### src/rtl/ibex_pkg_pext.sv
// Shared types for the Pext multiply-accumulate sequencer.
//   pext_mac_op_e   : operation select carried on op_i
//   mac_seq_state_e : sequencer state encoding
//   sat32()         : 33-bit signed to 32-bit saturation, returns {ov, result}
package ibex_pkg_pext;

  typedef enum logic [2:0] {
    MADDR32 = 3'd0,
    MSUBR32 = 3'd1,
    KMMAC   = 3'd2,
    KMMACu  = 3'd3,
    KMMSB   = 3'd4,
    KMMSBu  = 3'd5
  } pext_mac_op_e;

  typedef enum logic [2:0] {
    IDLE  = 3'd0,
    PP_LL = 3'd1,
    PP_LH = 3'd2,
    PP_HL = 3'd3,
    PP_HH = 3'd4,
    ACC   = 3'd5,
    DONE  = 3'd6
  } mac_seq_state_e;

  // Bits 32 and 31 disagree exactly when the 33-bit value does not fit in 32 bits.
  function automatic logic [32:0] sat32(input logic [32:0] sum);
    logic [32:0] res;
    if (sum[32] != sum[31]) begin
      res = sum[32] ? {1'b1, 32'h8000_0000} : {1'b1, 32'h7FFF_FFFF};
    end else begin
      res = {1'b0, sum[31:0]};
    end
    return res;
  endfunction

endpackage

### src/rtl/ibex_pext_mul17.sv
// Combinational 17x17 signed multiplier.
//   op_a_i, op_b_i : 17-bit signed operands
//   prod_o         : 34-bit signed product
// Kept standalone so the SIMD 16-bit multiply path can share it.
module ibex_pext_mul17 (
  input  logic [16:0] op_a_i,
  input  logic [16:0] op_b_i,
  output logic [33:0] prod_o
);

  logic signed [33:0] a_ext;
  logic signed [33:0] b_ext;

  // The product of two sign-extended operands, truncated to 34 bits, is exact.
  assign a_ext  = {{17{op_a_i[16]}}, op_a_i};
  assign b_ext  = {{17{op_b_i[16]}}, op_b_i};
  assign prod_o = a_ext * b_ext;

endmodule

### src/rtl/ibex_pext_mac_seq.sv
// Multi-cycle sequencer for the Pext 32x32 multiply-accumulate ops.
// It runs four partial-product cycles on one 17x17 multiplier, then one
// accumulate/saturate cycle against rd, and holds the result in DONE.
//   clk_i, rst_ni               : clock, async active-low reset
//   valid_i/ready_o             : request handshake (op_i, op_a_i, op_b_i, op_c_i)
//   kill_i                      : abort the in-flight op
//   valid_o/ready_i             : result handshake (result_o, ov_o)
module ibex_pext_mac_seq
  import ibex_pkg_pext::*;
#(
  parameter bit ResetAll = 1'b0
) (
  input  logic        clk_i,
  input  logic        rst_ni,
  input  logic        valid_i,
  output logic        ready_o,
  input  logic [2:0]  op_i,
  input  logic [31:0] op_a_i,
  input  logic [31:0] op_b_i,
  input  logic [31:0] op_c_i,
  input  logic        kill_i,
  output logic        valid_o,
  input  logic        ready_i,
  output logic [31:0] result_o,
  output logic        ov_o
);

  mac_seq_state_e state_q;
  pext_mac_op_e   op_q, op_d;
  logic [31:0]    a_q, a_d, b_q, b_d, c_q, c_d;
  logic [63:0]    acc_q, acc_d;
  logic [31:0]    result_q;
  logic           ov_q;

  logic           accept;
  logic [16:0]    mul_a, mul_b;
  logic [33:0]    prod;
  logic [63:0]    pp_ext, pp_term;

  assign ready_o  = (state_q == IDLE);
  assign valid_o  = (state_q == DONE);
  assign result_o = result_q;
  assign ov_o     = ov_q;
  assign accept   = valid_i && ready_o && !kill_i;

  // Operand halves: low halves zero-extended, high halves sign-extended.
  // NOTE: every always_comb output gets a default first so no latch is inferred.
  always_comb begin
    mul_a = {1'b0, a_q[15:0]};
    mul_b = {1'b0, b_q[15:0]};
    unique case (state_q)
      PP_LH:   mul_b = {b_q[31], b_q[31:16]};
      PP_HL:   mul_a = {a_q[31], a_q[31:16]};
      PP_HH: begin
        mul_a = {a_q[31], a_q[31:16]};
        mul_b = {b_q[31], b_q[31:16]};
      end
      default: ;
    endcase
  end

  ibex_pext_mul17 u_mul17 (
    .op_a_i (mul_a),
    .op_b_i (mul_b),
    .prod_o (prod)
  );

  assign pp_ext = {{30{prod[33]}}, prod};

  always_comb begin
    pp_term = pp_ext;
    unique case (state_q)
      PP_LH, PP_HL: pp_term = pp_ext << 16;
      PP_HH:        pp_term = pp_ext << 32;
      default: ;
    endcase
  end

  // Operand/accumulator next state, shared by both reset flavours below.
  always_comb begin
    op_d  = op_q;
    a_d   = a_q;
    b_d   = b_q;
    c_d   = c_q;
    acc_d = acc_q;
    if (accept) begin
      // Unknown encodings behave as MADDR32.
      op_d  = (op_i > 3'd5) ? MADDR32 : pext_mac_op_e'(op_i);
      a_d   = op_a_i;
      b_d   = op_b_i;
      c_d   = op_c_i;
      acc_d = '0;
    end else if (state_q inside {PP_LL, PP_LH, PP_HL, PP_HH}) begin
      acc_d = acc_q + pp_term;
    end
  end

  // Accumulate/saturate. Adding 2^31 before taking bits [63:32] only carries
  // into the high word when acc[31] is set.
  logic        is_sub;
  logic [31:0] acc_hi;
  logic [32:0] sum33;
  logic [32:0] sat_res;
  logic [31:0] acc_result;
  logic        acc_ov;

  always_comb begin
    is_sub  = (op_q == MSUBR32) || (op_q == KMMSB) || (op_q == KMMSBu);
    acc_hi  = ((op_q == KMMACu) || (op_q == KMMSBu)) ?
              acc_q[63:32] + {31'd0, acc_q[31]} : acc_q[63:32];
    sum33   = is_sub ? {c_q[31], c_q} - {acc_hi[31], acc_hi}
                     : {c_q[31], c_q} + {acc_hi[31], acc_hi};
    sat_res = sat32(sum33);
    if ((op_q == MADDR32) || (op_q == MSUBR32)) begin
      acc_result = is_sub ? c_q - acc_q[31:0] : c_q + acc_q[31:0];
      acc_ov     = 1'b0;
    end else begin
      acc_result = sat_res[31:0];
      acc_ov     = sat_res[32];
    end
  end

  // NOTE: sequential state is written with non-blocking assignments only, so
  // every register samples the pre-edge values of its neighbours.
  always_ff @(posedge clk_i or negedge rst_ni) begin
    if (!rst_ni) begin
      state_q  <= IDLE;
      result_q <= '0;
      ov_q     <= 1'b0;
    end else if (kill_i && (state_q != IDLE)) begin
      state_q <= IDLE;
    end else begin
      unique case (state_q)
        IDLE:  if (accept) state_q <= PP_LL;
        PP_LL: state_q <= PP_LH;
        PP_LH: state_q <= PP_HL;
        PP_HL: state_q <= PP_HH;
        PP_HH: state_q <= ACC;
        ACC: begin
          state_q  <= DONE;
          result_q <= acc_result;
          ov_q     <= acc_ov;
        end
        DONE:    if (ready_i) state_q <= IDLE;
        default: state_q <= IDLE;
      endcase
    end
  end

  // NOTE: datapath registers are only reset when ResetAll is set; every use is
  // gated by the control state, which always loads them before they are read.
  if (ResetAll) begin : g_data_rst
    always_ff @(posedge clk_i or negedge rst_ni) begin
      if (!rst_ni) begin
        op_q  <= MADDR32;
        a_q   <= '0;
        b_q   <= '0;
        c_q   <= '0;
        acc_q <= '0;
      end else begin
        op_q  <= op_d;
        a_q   <= a_d;
        b_q   <= b_d;
        c_q   <= c_d;
        acc_q <= acc_d;
      end
    end
  end else begin : g_data_norst
    always_ff @(posedge clk_i) begin
      op_q  <= op_d;
      a_q   <= a_d;
      b_q   <= b_d;
      c_q   <= c_d;
      acc_q <= acc_d;
    end
  end

  a_legal_op : assert property (@(posedge clk_i) disable iff (!rst_ni)
    (valid_i && ready_o) |-> (op_i <= 3'd5));

  a_result_stable : assert property (@(posedge clk_i) disable iff (!rst_ni)
    (valid_o && !ready_i) |=> $stable(result_o));

  a_valid_ready_excl : assert property (@(posedge clk_i) disable iff (!rst_ni)
    !(valid_o && ready_o));

endmodule

### config.mk
export PLATFORM = sky130hd
export DESIGN_NAME = ibex_pext_mac_seq
export DESIGN_NICKNAME = d
export VERILOG_FILES = /design/src/rtl/ibex_pkg_pext.sv /design/src/rtl/ibex_pext_mul17.sv /design/src/rtl/ibex_pext_mac_seq.sv
export SDC_FILE = /design/constraint.sdc
export NUM_CORES = 2
export LEC_CHECK = 0
export ABC_AREA = 1
export BUFFER_PORTS_ARGS = -buffer_cell sky130_fd_sc_hd__buf_2
export CORE_AREA = 2 2 246 248
export DETAILED_ROUTE_END_ITERATION = 8
export DIE_AREA = 0 0 248 250
export PLACE_DENSITY = 0.74
export SLEW_MARGIN = 40
export SYNTH_ARGS = -nofsm -noshare
export SYNTH_HDL_FRONTEND = slang
export SYNTH_SLANG_ARGS = --single-unit
### constraint.sdc
create_clock -name clk_i -period 13.75 [get_ports clk_i]
set_input_delay 0.6875 -clock clk_i [delete_from_list [all_inputs] [get_ports clk_i]]
set_output_delay 0.6875 -clock clk_i [all_outputs]
set_load 0.02 [all_outputs]
==> results.cfg <==
[global_route]
antenna_violations_before_repair = 1
grt_first_pass_wirelength_um = 146000
grt_remaining_overflow = 0
vias_in_the_first_global_route = 26500
pin_count_of_the_biggest_net_entering_global_routing = 86
grt_usage_pct = 30.7

[sta]
rsz_0062_raised_after_global_routing = false
slew_headroom_pct = 39.5
report.final.setup_viol = 0
fin_crit_sh_pct = 83.9
hold_viol_final = 0
timing.fmax_mhz = 86.7
fin_setup_tns_ps = 0
period_minus_slack_ps = 11530
clock_skew_ps = 21.9
max_slew.worst_pin.slew_ps = 901
finalMaxSlewViolations = 0

[synth]
yosys.area.top_type = fa_1
synth.avg_cell_area_um2 = 7.29
syn-instance-count = 4048
synth-edff-count = 99
synth_top_flop_cell = edfxtp_1
synth-seq-area-share_pct = 17.5
top_cells_by_area_in_the_synthesized_netlist = fa_1, inv_1, edfxtp_1
synth.lib_cells_used.distinct = 62
yosys_register_bits = 199
synth_largest_type_area_fraction_pct = 20.3
yosys_warnings = 0
syn_nets = 4666
async_reset_ff_share_pct = 18.1
synthesis.area_um2 = 29500

[final_layout]
final_common_cell = inv_1
syn2layout_area_growth_pct = 7.41
final_design_area_no_fill_um2 = 31700
finish.cell_count_without_fillers = 4949
mostFrequentLayoutCells = inv_1, nand2_1, nor2_1
post_route_cells_drive_above_1_share_pct = 8.16
antennaDiodeCount = 0
fin_nets = 4772

[setup_path]
worst-endpoint-arrival_ps = 11950
worst_path_most_repeated_cell = nand2_1
path_max_fanout = 19
slowest_delay_ps = 670
worst_ep_required_time_ps = 14160
cp_slowest_cell = xnor2_1
startpoint_type_of_the_worst_setup_path = flop
path_class = reg2reg
cp_capture_type = flop

[place]
globalplace.congestion = 1.03
io_buffer_count = 138
detailedPlacementHpwl_um = 77700
post_dp_cell_area_um2 = 31100
dp_cells = 4917

[outcome]
status = completed

[floorplanning]
core_footprint_um2 = 59600
die_area_um2 = 62000
io_pins = 139
chip_height_um = 250
floorplan.rows = 90
die_w_um = 248
initial_utilization_pct = 49.5

[clock_tree]
cts_tree = built
cts.path.max_buffers = 2
clk-insertion-delay-late_ps = 530
cts_inserted_buffers = 17
cts_resized = 0
numClockSinks = 199
master_cell_of_the_clock_root_buffer = clkbuf_16
postCtsSetupBuffers = 0
clkSlewWorstSetupHoldPaths_ps = 100
hold_buffers = 0
cts.htree.levels = 4

[drt]
post_drt_via_cell_ratio = 5.51
route.vias.total = 27300
routed_wl_um = 92900
route.detailed.drc = 0
detailedRoute.firstPassIterationCount = 6
ant_nets = 0
drt_iter0_markers = 2557
drt-wirelength-per-cell_um = 18.8

[hold_path]
holdCritPathClass = in2async

[flow_run]
maxCapViolations = 0
## stage by stage
stage               setup slack (ps)  hold slack (ps)  util, %
floorplan                       4760              392        -
global placement                2290              476     52.1
detailed placement              2320              471     52.2
CTS                             2270              106     53.2
global route                    1500              145     53.2
finish                          2220              114     53.2
## sequential cells by signal, indices dropped and copies added (netlist names)
register and cells:
b_q 32, result_o 32, a_q 32, c_q 32, ov_o 1, state_q 3, op_q 3, acc_q 64
## critical path, delay by kind of cell, from the launching register on
kind / cells / cell delay (ps)
AO/OA/AOI/OAI: 7 / 2290
XOR/XNOR: 1 / 670
adder cells (fa/ha/maj): 8 / 3930
buffers and inverters: 9 / 1500
flip-flops: 1 / 410
AND/OR/NAND/NOR: 15 / 2550
## layout make-up
| class | instances | area (um^2) |
|---|---|---|
| clock buffers | 19 | 464 |
| flip-flops and latches | 199 | 5150 |
| repair buffers | 173 | 960 |
| clock inverters | 13 | 150 |
| inverters | 825 | 3100 |
| multi-input cells | 2938 | 20900 |
| fillers | 5846 | 27900 |
| well taps | 782 | 978 |
## cells in the mapped netlist, drive strengths merged, types with 2 or more instances
| master | n |
|---|---|
| o21ai | 279 |
| a31o | 2 |
| a21oi | 326 |
| nand3 | 143 |
| edfxtp | 99 |
| a221oi | 4 |
| o211ai | 10 |
| xnor2 | 57 |
| o22ai | 12 |
| o21bai | 16 |
| nand3b | 8 |
| and2 | 2 |
| nor3 | 40 |
| inv | 815 |
| nor2 | 508 |
| nand4 | 25 |
| xor2 | 131 |
| ha | 215 |
| clkinv | 10 |
| clkbuf | 61 |
| dfxtp | 64 |
| dfrtp | 36 |
| o31ai | 5 |
| a211oi | 4 |
| fa | 299 |
| a21boi | 10 |
| nand2 | 730 |
| o21a | 15 |
| or2 | 17 |
| a21o | 16 |
| nor3b | 2 |
| a31oi | 39 |
| buf | 25 |
| nor4 | 16 |
## worst paths after layout
| kind | startpoint | endpoint | slack, ps | cells after the start |
|---|---|---|---|---|
| max | state_q[2]$_DFFE_PN0P_ | acc_q[55]$_SDFFE_PP0P_ | 2220 | 40 |
| min | rst_ni | state_q[2]$_DFFE_PN0P_ | 110 | 1 |
| max reg2reg | state_q[2]$_DFFE_PN0P_ | acc_q[55]$_SDFFE_PP0P_ | 2220 | 40 |
| min reg2reg | ov_o$_DFFE_PN0P_ | ov_o$_DFFE_PN0P_ | 490 | 2 |
| max in group asynchronous | rst_ni | result_o[19]$_DFFE_PN0P_ | 13260 | 1 |
| min in group clk_i | op_a_i[31] | a_q[31]$_DFFE_PP_ | 340 | 1 |
## cells by family after synthesis
logic type,share of synthesized area (%)
flip-flops,17.5
AO/OA/AOI/OAI,14.0
XOR/XNOR,5.63
AND/OR/NAND/NOR,21.6
adder cells (fa/ha/maj),29.4
buffers and inverters,11.9
## layer usage
| metal | up-vias | global-route usage [%] | part of all wire [%] |
|---|---|---|---|
| li1 | 13000 | - | - |
| met1 | 13000 | 43.5 | 44 |
| met2 | 1160 | 46.5 | 43 |
| met3 | 135 | 7.16 | 10 |
| met4 | 0 | 8.85 | 2.6 |
| met5 | - | 0 | 0 |
Power is left out: the tool's default activity adds up to more than one toggle a clock period on the data nets, which glitch-free logic cannot reach.
